### config.mk
export PLATFORM = sky130hd
export DESIGN_NAME = store_buffer
export DESIGN_NICKNAME = d
export VERILOG_FILES = /design/src/rtl/store_buffer_pkg.sv /design/src/rtl/store_buffer_sb_fwd_match.sv /design/src/rtl/store_buffer.sv
export SDC_FILE = /design/constraint.sdc
export NUM_CORES = 1
export LEC_CHECK = 0
export ABC_CLOCK_PERIOD_IN_PS = 5400
export CORE_MARGIN = 2
export CORE_UTILIZATION = 31
export CTS_BUF_LIST = sky130_fd_sc_hd__clkbuf_4 sky130_fd_sc_hd__clkbuf_8
export CTS_CLUSTER_DIAMETER = 100
export CTS_CLUSTER_SIZE = 10
export DETAILED_ROUTE_END_ITERATION = 12
export SETUP_SLACK_MARGIN = 0.05
export SYNTH_ARGS = -nofsm -noshare
export SYNTH_HDL_FRONTEND = slang
export SYNTH_SLANG_ARGS = --single-unit
### constraint.sdc
create_clock -name clk -period 5.4 [get_ports clk]
set_clock_uncertainty 0.05 [all_clocks]
set_input_delay 1.08 -clock clk [delete_from_list [all_inputs] [get_ports clk]]
set_output_delay 1.08 -clock clk [all_outputs]
set_load 0.03 [all_outputs]
### src/rtl/store_buffer_pkg.sv
// Shared widths, buffer sizing defaults and the buffered-store entry layout
// for the MEM-stage store buffer.
package store_buffer_pkg;

  localparam int LEN_ADR_MEM = 10;
  localparam int LEN_DATA    = 32;
  localparam int SB_DEPTH    = 4;
  localparam int SB_PTR_W    = 2;

  typedef struct packed {
    logic [LEN_ADR_MEM-1:0] adr;
    logic [LEN_DATA-1:0]    data;
  } sb_entry_t;

endpackage

### src/rtl/store_buffer_sb_fwd_match.sv
// Load-forwarding address match: finds whether any valid buffered store hits
// the query address and, if several do, the index of the youngest one.
module sb_fwd_match
  import store_buffer_pkg::*;
#(
  parameter int DEPTH = SB_DEPTH,
  parameter int PTR_W = SB_PTR_W
) (
  input  logic [DEPTH-1:0][LEN_ADR_MEM-1:0] ent_adr,
  input  logic [DEPTH-1:0]                  ent_valid,
  input  logic [PTR_W-1:0]                  head,
  input  logic [LEN_ADR_MEM-1:0]            query_adr,
  output logic                              hit,
  output logic [PTR_W-1:0]                  hit_idx
);

  logic [DEPTH-1:0] match;

  generate
    for (genvar gi = 0; gi < DEPTH; gi++) begin : g_match
      assign match[gi] = ent_valid[gi] && (ent_adr[gi] == query_adr);
    end
  endgenerate

  // Walk from oldest (head) to youngest so the last match found wins.
  always_comb begin
    hit     = |match;
    hit_idx = '0;
    for (int k = 0; k < DEPTH; k++) begin
      if (match[head + PTR_W'(k)]) begin
        hit_idx = head + PTR_W'(k);
      end
    end
  end

endmodule

### src/rtl/store_buffer.sv
// In-order write-back store buffer between EX/MEM and data memory: stores
// retire into a FIFO, drain on load-free cycles, and loads forward from it.
module store_buffer
  import store_buffer_pkg::*;
#(
  parameter int DEPTH = SB_DEPTH,
  parameter int PTR_W = SB_PTR_W
) (
  input  logic                   clk,
  input  logic                   rst,
  input  logic                   st_valid,
  input  logic                   ld_valid,
  input  logic [LEN_ADR_MEM-1:0] adr,
  input  logic [LEN_DATA-1:0]    wdata,
  output logic [LEN_DATA-1:0]    ld_data,
  output logic                   stall,
  output logic                   empty,
  output logic                   mem_read,
  output logic                   mem_write,
  output logic [LEN_ADR_MEM-1:0] mem_adr,
  output logic [LEN_DATA-1:0]    mem_data,
  input  logic [LEN_DATA-1:0]    mem_out
);

  localparam logic [PTR_W:0] FULL_CNT = (PTR_W+1)'(DEPTH);

  sb_entry_t entry_q [DEPTH];
  sb_entry_t entry_d [DEPTH];
  logic [PTR_W-1:0] head_q, head_d;
  logic [PTR_W-1:0] tail_q, tail_d;
  logic [PTR_W:0]   count_q, count_d;

  logic full, push, pop;
  logic hit;
  logic [PTR_W-1:0] hit_idx;
  logic [DEPTH-1:0][LEN_ADR_MEM-1:0] ent_adr;
  logic [DEPTH-1:0] ent_valid;

  // An entry is live when its distance from head is below the occupancy.
  generate
    for (genvar gi = 0; gi < DEPTH; gi++) begin : g_ent
      logic [PTR_W-1:0] age;
      assign age           = PTR_W'(gi) - head_q;
      assign ent_adr[gi]   = entry_q[gi].adr;
      assign ent_valid[gi] = {1'b0, age} < count_q;
    end
  endgenerate

  sb_fwd_match #(
    .DEPTH (DEPTH),
    .PTR_W (PTR_W)
  ) u_fwd (
    .ent_adr   (ent_adr),
    .ent_valid (ent_valid),
    .head      (head_q),
    .query_adr (adr),
    .hit       (hit),
    .hit_idx   (hit_idx)
  );

  // A full buffer refuses the store even if it drains this cycle; reset
  // suppresses both so nothing buffered reaches memory.
  assign full  = (count_q == FULL_CNT);
  assign stall = st_valid && full;
  assign empty = (count_q == '0);
  assign push  = st_valid && !full && !rst;
  assign pop   = (count_q != '0) && !ld_valid && !rst;

  always_comb begin
    entry_d = entry_q;
    if (push) begin
      entry_d[tail_q].adr  = adr;
      entry_d[tail_q].data = wdata;
    end
    head_d  = head_q + PTR_W'(pop);
    tail_d  = tail_q + PTR_W'(push);
    count_d = count_q + (PTR_W+1)'(push) - (PTR_W+1)'(pop);
  end

  always_comb begin
    mem_write = pop;
    mem_read  = ld_valid && !hit;
    mem_adr   = '0;
    mem_data  = '0;
    ld_data   = '0;
    if (pop) begin
      mem_adr  = entry_q[head_q].adr;
      mem_data = entry_q[head_q].data;
    end else if (mem_read) begin
      mem_adr = adr;
    end
    if (ld_valid) begin
      ld_data = hit ? entry_q[hit_idx].data : mem_out;
    end
  end

  always_ff @(posedge clk) begin
    if (rst) begin
      head_q  <= '0;
      tail_q  <= '0;
      count_q <= '0;
    end else begin
      head_q  <= head_d;
      tail_q  <= tail_d;
      count_q <= count_d;
    end
  end

  always_ff @(posedge clk) begin
    entry_q <= entry_d;
  end

endmodule

== Word-level counts from Yosys, hierarchy flattened ==
Cells that the tools add are included.

* Register bits after elaboration: 175
* Input port bits: 78
* Output and inout port bits: 78
* Logic and storage cells: 89

* $add $sub $neg: 11
* Order comparisons: 12
* Equality and inequality tests: 5
* Mux-type cells: 29
* Bitwise operators: 3
* Reductions and logical operators: 18

{| class="wikitable"
|+ Operators by type and width
! operator !! number
|-
| bitwise mux 168 bit || 2
|-
| two-way mux 32 bit || 6
|-
| binary-select mux 42 bit (select 2 bit) || 2
|-
| demux 42 bit (select 2 bit) || 2
|-
| two-way mux 42 bit || 3
|-
| == test 10 bit || 4
|-
| two-way mux 10 bit || 2
|-
| < comparator 2 x 3 -> 1 bit || 4
|-
| < comparator 2 x 3 -> 1 bit (second input constant) || 4
|-
| logical AND 1 bit || 11
|-
| >= comparator 3 bit (second input constant) || 3
|-
| NOT 2 -> 3 bit || 3
|-
| binary-select mux 1 bit (select 2 bit) || 4
|-
| two-way mux 2 bit || 4
|-
| adder 2 x 1 -> 2 bit || 2
|-
| adder 2 bit (second input constant) || 2
|-
| zero test 1 bit || 4
|-
| two-way mux 1 bit || 4
|-
| OR reduction 4 bit || 1
|-
| subtractor 1 x 2 -> 2 bit (first input constant) || 2
|-
| subtractor 2 bit (first input constant) || 2
|-
| adder 3 x 1 -> 3 bit || 1
|-
| == test 3 bit (second input constant) || 1
|-
| zero test 3 bit || 1
|-
| other kinds (4) || 4
|}

== Depth between registers and ports, before layout ==
* Word-level depth: 15
* Gate-level depth with buffers: 14
* Mapped depth without buffers: 11

== Cells and area by module ==
A second synthesis with hierarchy kept.

* Cell total of the unflattened synthesis: 632
* Area total of the unflattened synthesis: 9,526.6 sq um

{| class="wikitable"
|+ By module, submodules not included
! module !! times used !! cells each !! area an instance (sq um) !! sequential area each (sq um)
|-
| store_buffer || 1 || 552 || 8,907.3 || 5,185.0
|-
| sb_fwd_match || 1 || 80 || 619.3 || 0.0
|}

== Worst setup path after synthesis ==
No wires, ideal clock.

* Path type: register to output
* Start: register head_q[0]
* End: output port ld_data[10]
* Arrival time: 3.800 ns
* Path slack: 0.470 ns
* Stages on the path, launching flop included: 14
* Buffers on the path: 3
* Path through: dfxtp_1 buf_1 buf_1 xnor2_1 inv_1 ha_1 a21oi_1 o21ai_1 nor4_4 a21oi_1 o31ai_2 buf_2 a211oi_1 o31ai_1

* Cells in the longest elaborated chain, start to end: 15
* Elaborated cells between the ends (all ways): 34

{| class="wikitable"
|+ Ends and longest elaborated chain
! item !! RTL line !! RTL
|-
| from (decl) || store_buffer.sv:29 || <nowiki>logic [PTR_W-1:0] head_q, head_d;</nowiki>
|-
| from (signal assigned) || store_buffer.sv:99 || <nowiki>head_q <= '0;</nowiki>
|-
| from (signal assigned) || store_buffer.sv:103 || <nowiki>head_q <= head_d;</nowiki>
|-
| subtractor 1 x 2 -> 2 bit / subtractor 2 bit (equally long branches) || store_buffer.sv:43 || <nowiki>assign age = PTR_W'(gi) - head_q;</nowiki>
|-
| < comparator 2 x 3 -> 1 bit || store_buffer.sv:45 || <nowiki>assign ent_valid[gi] = {1'b0, age} < count_q;</nowiki>
|-
| logical AND 1 bit || store_buffer_sb_fwd_match.sv:21 || <nowiki>assign match[gi] = ent_valid[gi] && (ent_adr[gi] == query_adr);</nowiki>
|-
| binary-select mux 1 bit (select 2 bit) || store_buffer_sb_fwd_match.sv:30 || <nowiki>if (match[head + PTR_W'(k)]) begin</nowiki>
|-
| two-way mux 1 bit (not written as such) || store_buffer_sb_fwd_match.sv:30 ||
|-
| two-way mux 2 bit (4 in series) || store_buffer_sb_fwd_match.sv:30 ||
|-
| NOT 2 -> 3 bit (not written as such) || store_buffer.sv:93 || <nowiki>ld_data = hit ? entry_q[hit_idx].data : mem_out;</nowiki>
|-
| binary-select mux 42 bit (select 2 bit) || store_buffer.sv:93 ||
|-
| two-way mux 32 bit (not written as such) (2 in series) || store_buffer.sv:93 ||
|-
| two-way mux 32 bit * || store_buffer.sv:93 ||
|-
| two-way mux 32 bit * || store_buffer.sv:92 || <nowiki>if (ld_valid) begin</nowiki>
|-
| to (decl) || store_buffer.sv:15 || <nowiki>output logic [LEN_DATA-1:0] ld_data,</nowiki>
|}

Every way passes the cells marked *; elsewhere a longest branch is shown, timed or not. The select of a mux whose other input is x is not followed.

== Worst setup path in the final report ==
* Start: input port adr[6]
* End: output port ld_data[30]

* Cells in the longest elaborated chain, start to end: 14
* Elaborated cells between the ends (all ways): 27

{| class="wikitable"
|+ Ends and longest elaborated chain
! item !! RTL line !! RTL
|-
| from (decl) || store_buffer.sv:13 || <nowiki>input logic [LEN_ADR_MEM-1:0] adr,</nowiki>
|-
| == test 10 bit || store_buffer_sb_fwd_match.sv:21 ||
|-
| logical AND 1 bit || store_buffer_sb_fwd_match.sv:21 ||
|-
| binary-select mux 1 bit (select 2 bit) || store_buffer_sb_fwd_match.sv:30 ||
|-
| two-way mux 1 bit (not written as such) || store_buffer_sb_fwd_match.sv:30 ||
|-
| two-way mux 2 bit (4 in series) || store_buffer_sb_fwd_match.sv:30 ||
|-
| NOT 2 -> 3 bit (not written as such) || store_buffer.sv:93 ||
|-
| binary-select mux 42 bit (select 2 bit) || store_buffer.sv:93 ||
|-
| two-way mux 32 bit (not written as such) (2 in series) || store_buffer.sv:93 ||
|-
| two-way mux 32 bit * || store_buffer.sv:93 ||
|-
| two-way mux 32 bit * || store_buffer.sv:92 ||
|}

Marked as above.

==> flow_summary_export.csv <==
group,metric,value,unit
clocking,cts_buffer_depth,2,
detailed_routing,wl_per_cell,22.2,microns
global_routing,track_usage,18.3,%
floorplanning,io_pins,156,
timing,whs,0.620,ns
setup_path,cp.depth,15,
setup_path,ff2ff_path_depth,3,
global_routing,grt_max_degree,65,
logic_synthesis,synth_seq_cells,175,
logic_synthesis,synth_top_family_by_area,"simple AND/OR/NAND/NOR gates",
logic_synthesis,synth_compound_area_share,9.46,%
logic_synthesis,muxShareOfSynthArea,9.74,%
cells_and_area,drive_gt1_share,21.0,%
detailed_routing,drtAntennaViolNets,0,
setup_path,crit_fanout,20,
setup_path,crit_family,"buffers and inverters",
timing,slew_headroom,26.3,%
power_and_ir_drop,power.switching,1.05,mW
power_and_ir_drop,p_per_area,276,nW/um^2
detailed_routing,first_iter_violations,545,
clocking,postCtsHoldBufs,0,
setup_path,start_kind,"input pin",
power_and_ir_drop,cellLeakagePower,4.64,nW
logic_synthesis,async_reset_ff_share,0,%
logic_synthesis,synthDominantCellAreaShare,52.0,%
timing,slew_viol_final,0,
cells_and_area,final_cell_mix,"edfxtp_1 (168), and2_1 (128), clkdlybuf4s50_1 (111)",
power_and_ir_drop,max-vdd-ir-drop,0.137,mV
logic_synthesis,synth_ff_type,"edfxtp_1",
cells_and_area,fin_area,12700,sq um
timing,fmax,192,MHz
power_and_ir_drop,seqPwrFrac,46.6,%
clocking,insertion_delay,0.45,ns
logic_synthesis,synth_area_per_cell,12.5,sq um
global_routing,grt_overflow,0,
timing,hold_violations,0,
global_routing,antenna_found_initial,1,
logic_synthesis,synthAdderAreaFrac,1.24,%
job,drv_cap,0,
setup_path,cp_common_cell,"buf_4",
floorplanning,rows,64,
setup_path,cp.arrival,4.08,ns
clocking,cts_tree,"yes",
logic_synthesis,synth-simple-area-share,18.6,%
logic_synthesis,yosys-top-cells-area,"edfxtp_1 (52%), mux4_2 (9.7%), and2_1 (8.4%)",
global_routing,grt_pass1_vias,7358,
placed_design,place_congestion,0.777,
clocking,path_clk_slew,0.09,ns
detailed_routing,firstDrtPassIters,5,
detailed_routing,vias,7154,
logic_synthesis,postSynthCellCount,778,
timing,timing.final.crit_share,96.5,%
placed_design,hpwl,18500,microns
setup_path,cpPeakStageDelay,0.57,ns
cells_and_area,finalCoreUtilization,41.2,%
logic_synthesis,synthesis.nets,865,
clocking,htree_levels,4,
floorplanning,start_util,31.6,%
timing,finalCriticalPeriod,5.21,ns
placed_design,io_buffer_count,155,
timing,finalSetupViolCount,0,
floorplanning,core-area,30700,sq um
clocking,clkSinkCount,175,
logic_synthesis,synth_xor_area_share,4.06,%
logic_synthesis,synth-edff-count,168,
logic_synthesis,yosysTopAreaCell,"edfxtp_1",
timing,rsz0062_at_grt,"true",
power_and_ir_drop,p_clk_share,27.3,%
worst_hold_path,holdPathStages,3,
timing,tightest_slew,1.11,ns
outcome,status,"finished, final reports clean",
worst_hold_path,hp-class,"register to register",
cells_and_area,nets,1024,
floorplanning,die_area,32700,sq um
clocking,cts_root_buffer,"clkbuf_8",
setup_path,critPathCaptureType,"output port",
logic_synthesis,syn_area,9710,sq um
floorplanning,die_x,181,microns
setup_path,path_buf_inv,7,
power_and_ir_drop,switching_share,30.1,%
power_and_ir_drop,p_int,2.44,mW
floorplanning,die_y,181,microns
setup_path,required,4.27,ns
detailed_routing,drc,0,
logic_synthesis,synth_cell_type_count,37,
logic_synthesis,ys_seq_area_share,53.4,%
cells_and_area,fillerInstances,2981,
setup_path,critical_path_class,"input pin to output port",
timing,tns,0,ns
setup_path,cpMaxStageDelayCell,"nor4_4",
logic_synthesis,yosys_warnings,0,
global_routing,grt_pass1_wl,45300,microns
clocking,cts_buffers,17,
cells_and_area,area_delta_synth_final,30.4,%
detailed_routing,drt-total-wl,29900,microns
power_and_ir_drop,p_comb_share,26.1,%
cells_and_area,final_common_cell,"edfxtp_1",
detailed_routing,viasPerCell,5.32,
setup_path,crit_chain,"clkdlybuf4s50_1 > buf_4 > buf_4 > xnor2_1 > nand4_1 > nor3_2 > o211ai_1 > o21ai_1 > buf_4 > nor4_4 > buf_12 > nand2_1 > o31ai_1 > buf_4 > buf_4",
placed_design,dpl_cell_area,12200,sq um
## worst reg2reg max path: cells and delay by family (launching register included)
family / cells / cell delay (ns)
DFF: 1 / 1.00
buffers and inverters: 1 / 0.38
and+or+nand+nor: 2 / 1.60
## final timing paths
path,from,to,slack [ns]
min reg2reg,count_q[2]$_SDFF_PP0_,count_q[2]$_SDFF_PP0_,0.62
min,count_q[2]$_SDFF_PP0_,count_q[2]$_SDFF_PP0_,0.62
max,adr[6],ld_data[30],0.19
max reg2reg,tail_q[0]$_SDFF_PP0_,entry_q[111]$_DFFE_PP_,2.05
## power by group through the flow
stage,registers [mW],logic (mW),clock network [mW]
6_report,1.63,0.910,0.953
5_1_grt,1.64,0.978,1.03
4_1_cts,1.63,0.916,0.973
3_5_place_dp,1.66,0.912,0
3_3_place_gp,1.65,0.908,0
2_1_floorplan,1.62,0.555,0
## per-stage QoR
stage	total power [mW]	worst slack, ns	std cells
global route	3.65	0.0401	1345
CTS	3.52	0.0986	1343
global placement	2.56	0.135	1312
detailed placement	2.57	0.112	1312
finish	3.49	0.186	1346
floorplan	2.18	0.470	778
## Yosys cell counts (5+ instances only)
cell type / n
a211oi_1: 64
a21oi_1: 5
edfxtp_1: 168
o31ai_1: 34
dfxtp_1: 7
nor4_1: 5
ha_1: 8
and2_1: 130
nand2_1: 38
xnor2_1: 25
nor2_1: 8
a22o_1: 10
nor2b_1: 5
xor2_1: 20
and3_1: 98
buf_2: 23
nor3_1: 5
clkbuf_1: 46
nand4_1: 6
inv_1: 8
buf_1: 5
mux4_2: 42
## state kept, by name, indices dropped and copies added (netlist names)
register,cells
entry_q,128
ent_adr,40
tail_q,2
head_q,2
count_q,3
## cell type report
type / count / area [sq um] / share of cell area [%]
sequential: 175 / 5190 / 41.0
multi-input combinational: 521 / 4320 / 34.1
timing repair buffer: 214 / 2220 / 17.5
tap: 396 / 495 / 3.92
clock buffer: 17 / 234 / 1.85
clock inverter: 14 / 165 / 1.31
inverter: 8 / 30.0 / 0.237
antenna: 1 / 2.50 / 0.0198
## layer usage
layer / up-vias / GRT usage [%] / part of all wire [%]
met2: 242 / 30.0 / 48
met3: 26 / 3.10 / 5.6
met4: 2 / 4.29 / 1.2
li1: 3271 / - / -
met5: - / 0 / 0.054
met1: 3613 / 25.4 / 45
## repair_timing
action / in CTS / in global routing
setup endpoints to repair: 0 / 31
buffers inserted: 0 / 1
resized for setup: 0 / 8
## logic make-up after synthesis
family / Yosys count
compound gates: 122
xor+xnor: 45
fa+ha+maj: 9
buf+inv: 82
flops: 175
mux: 42
simple gates: 303
Note: power is estimated with default switching activity, not from simulation.
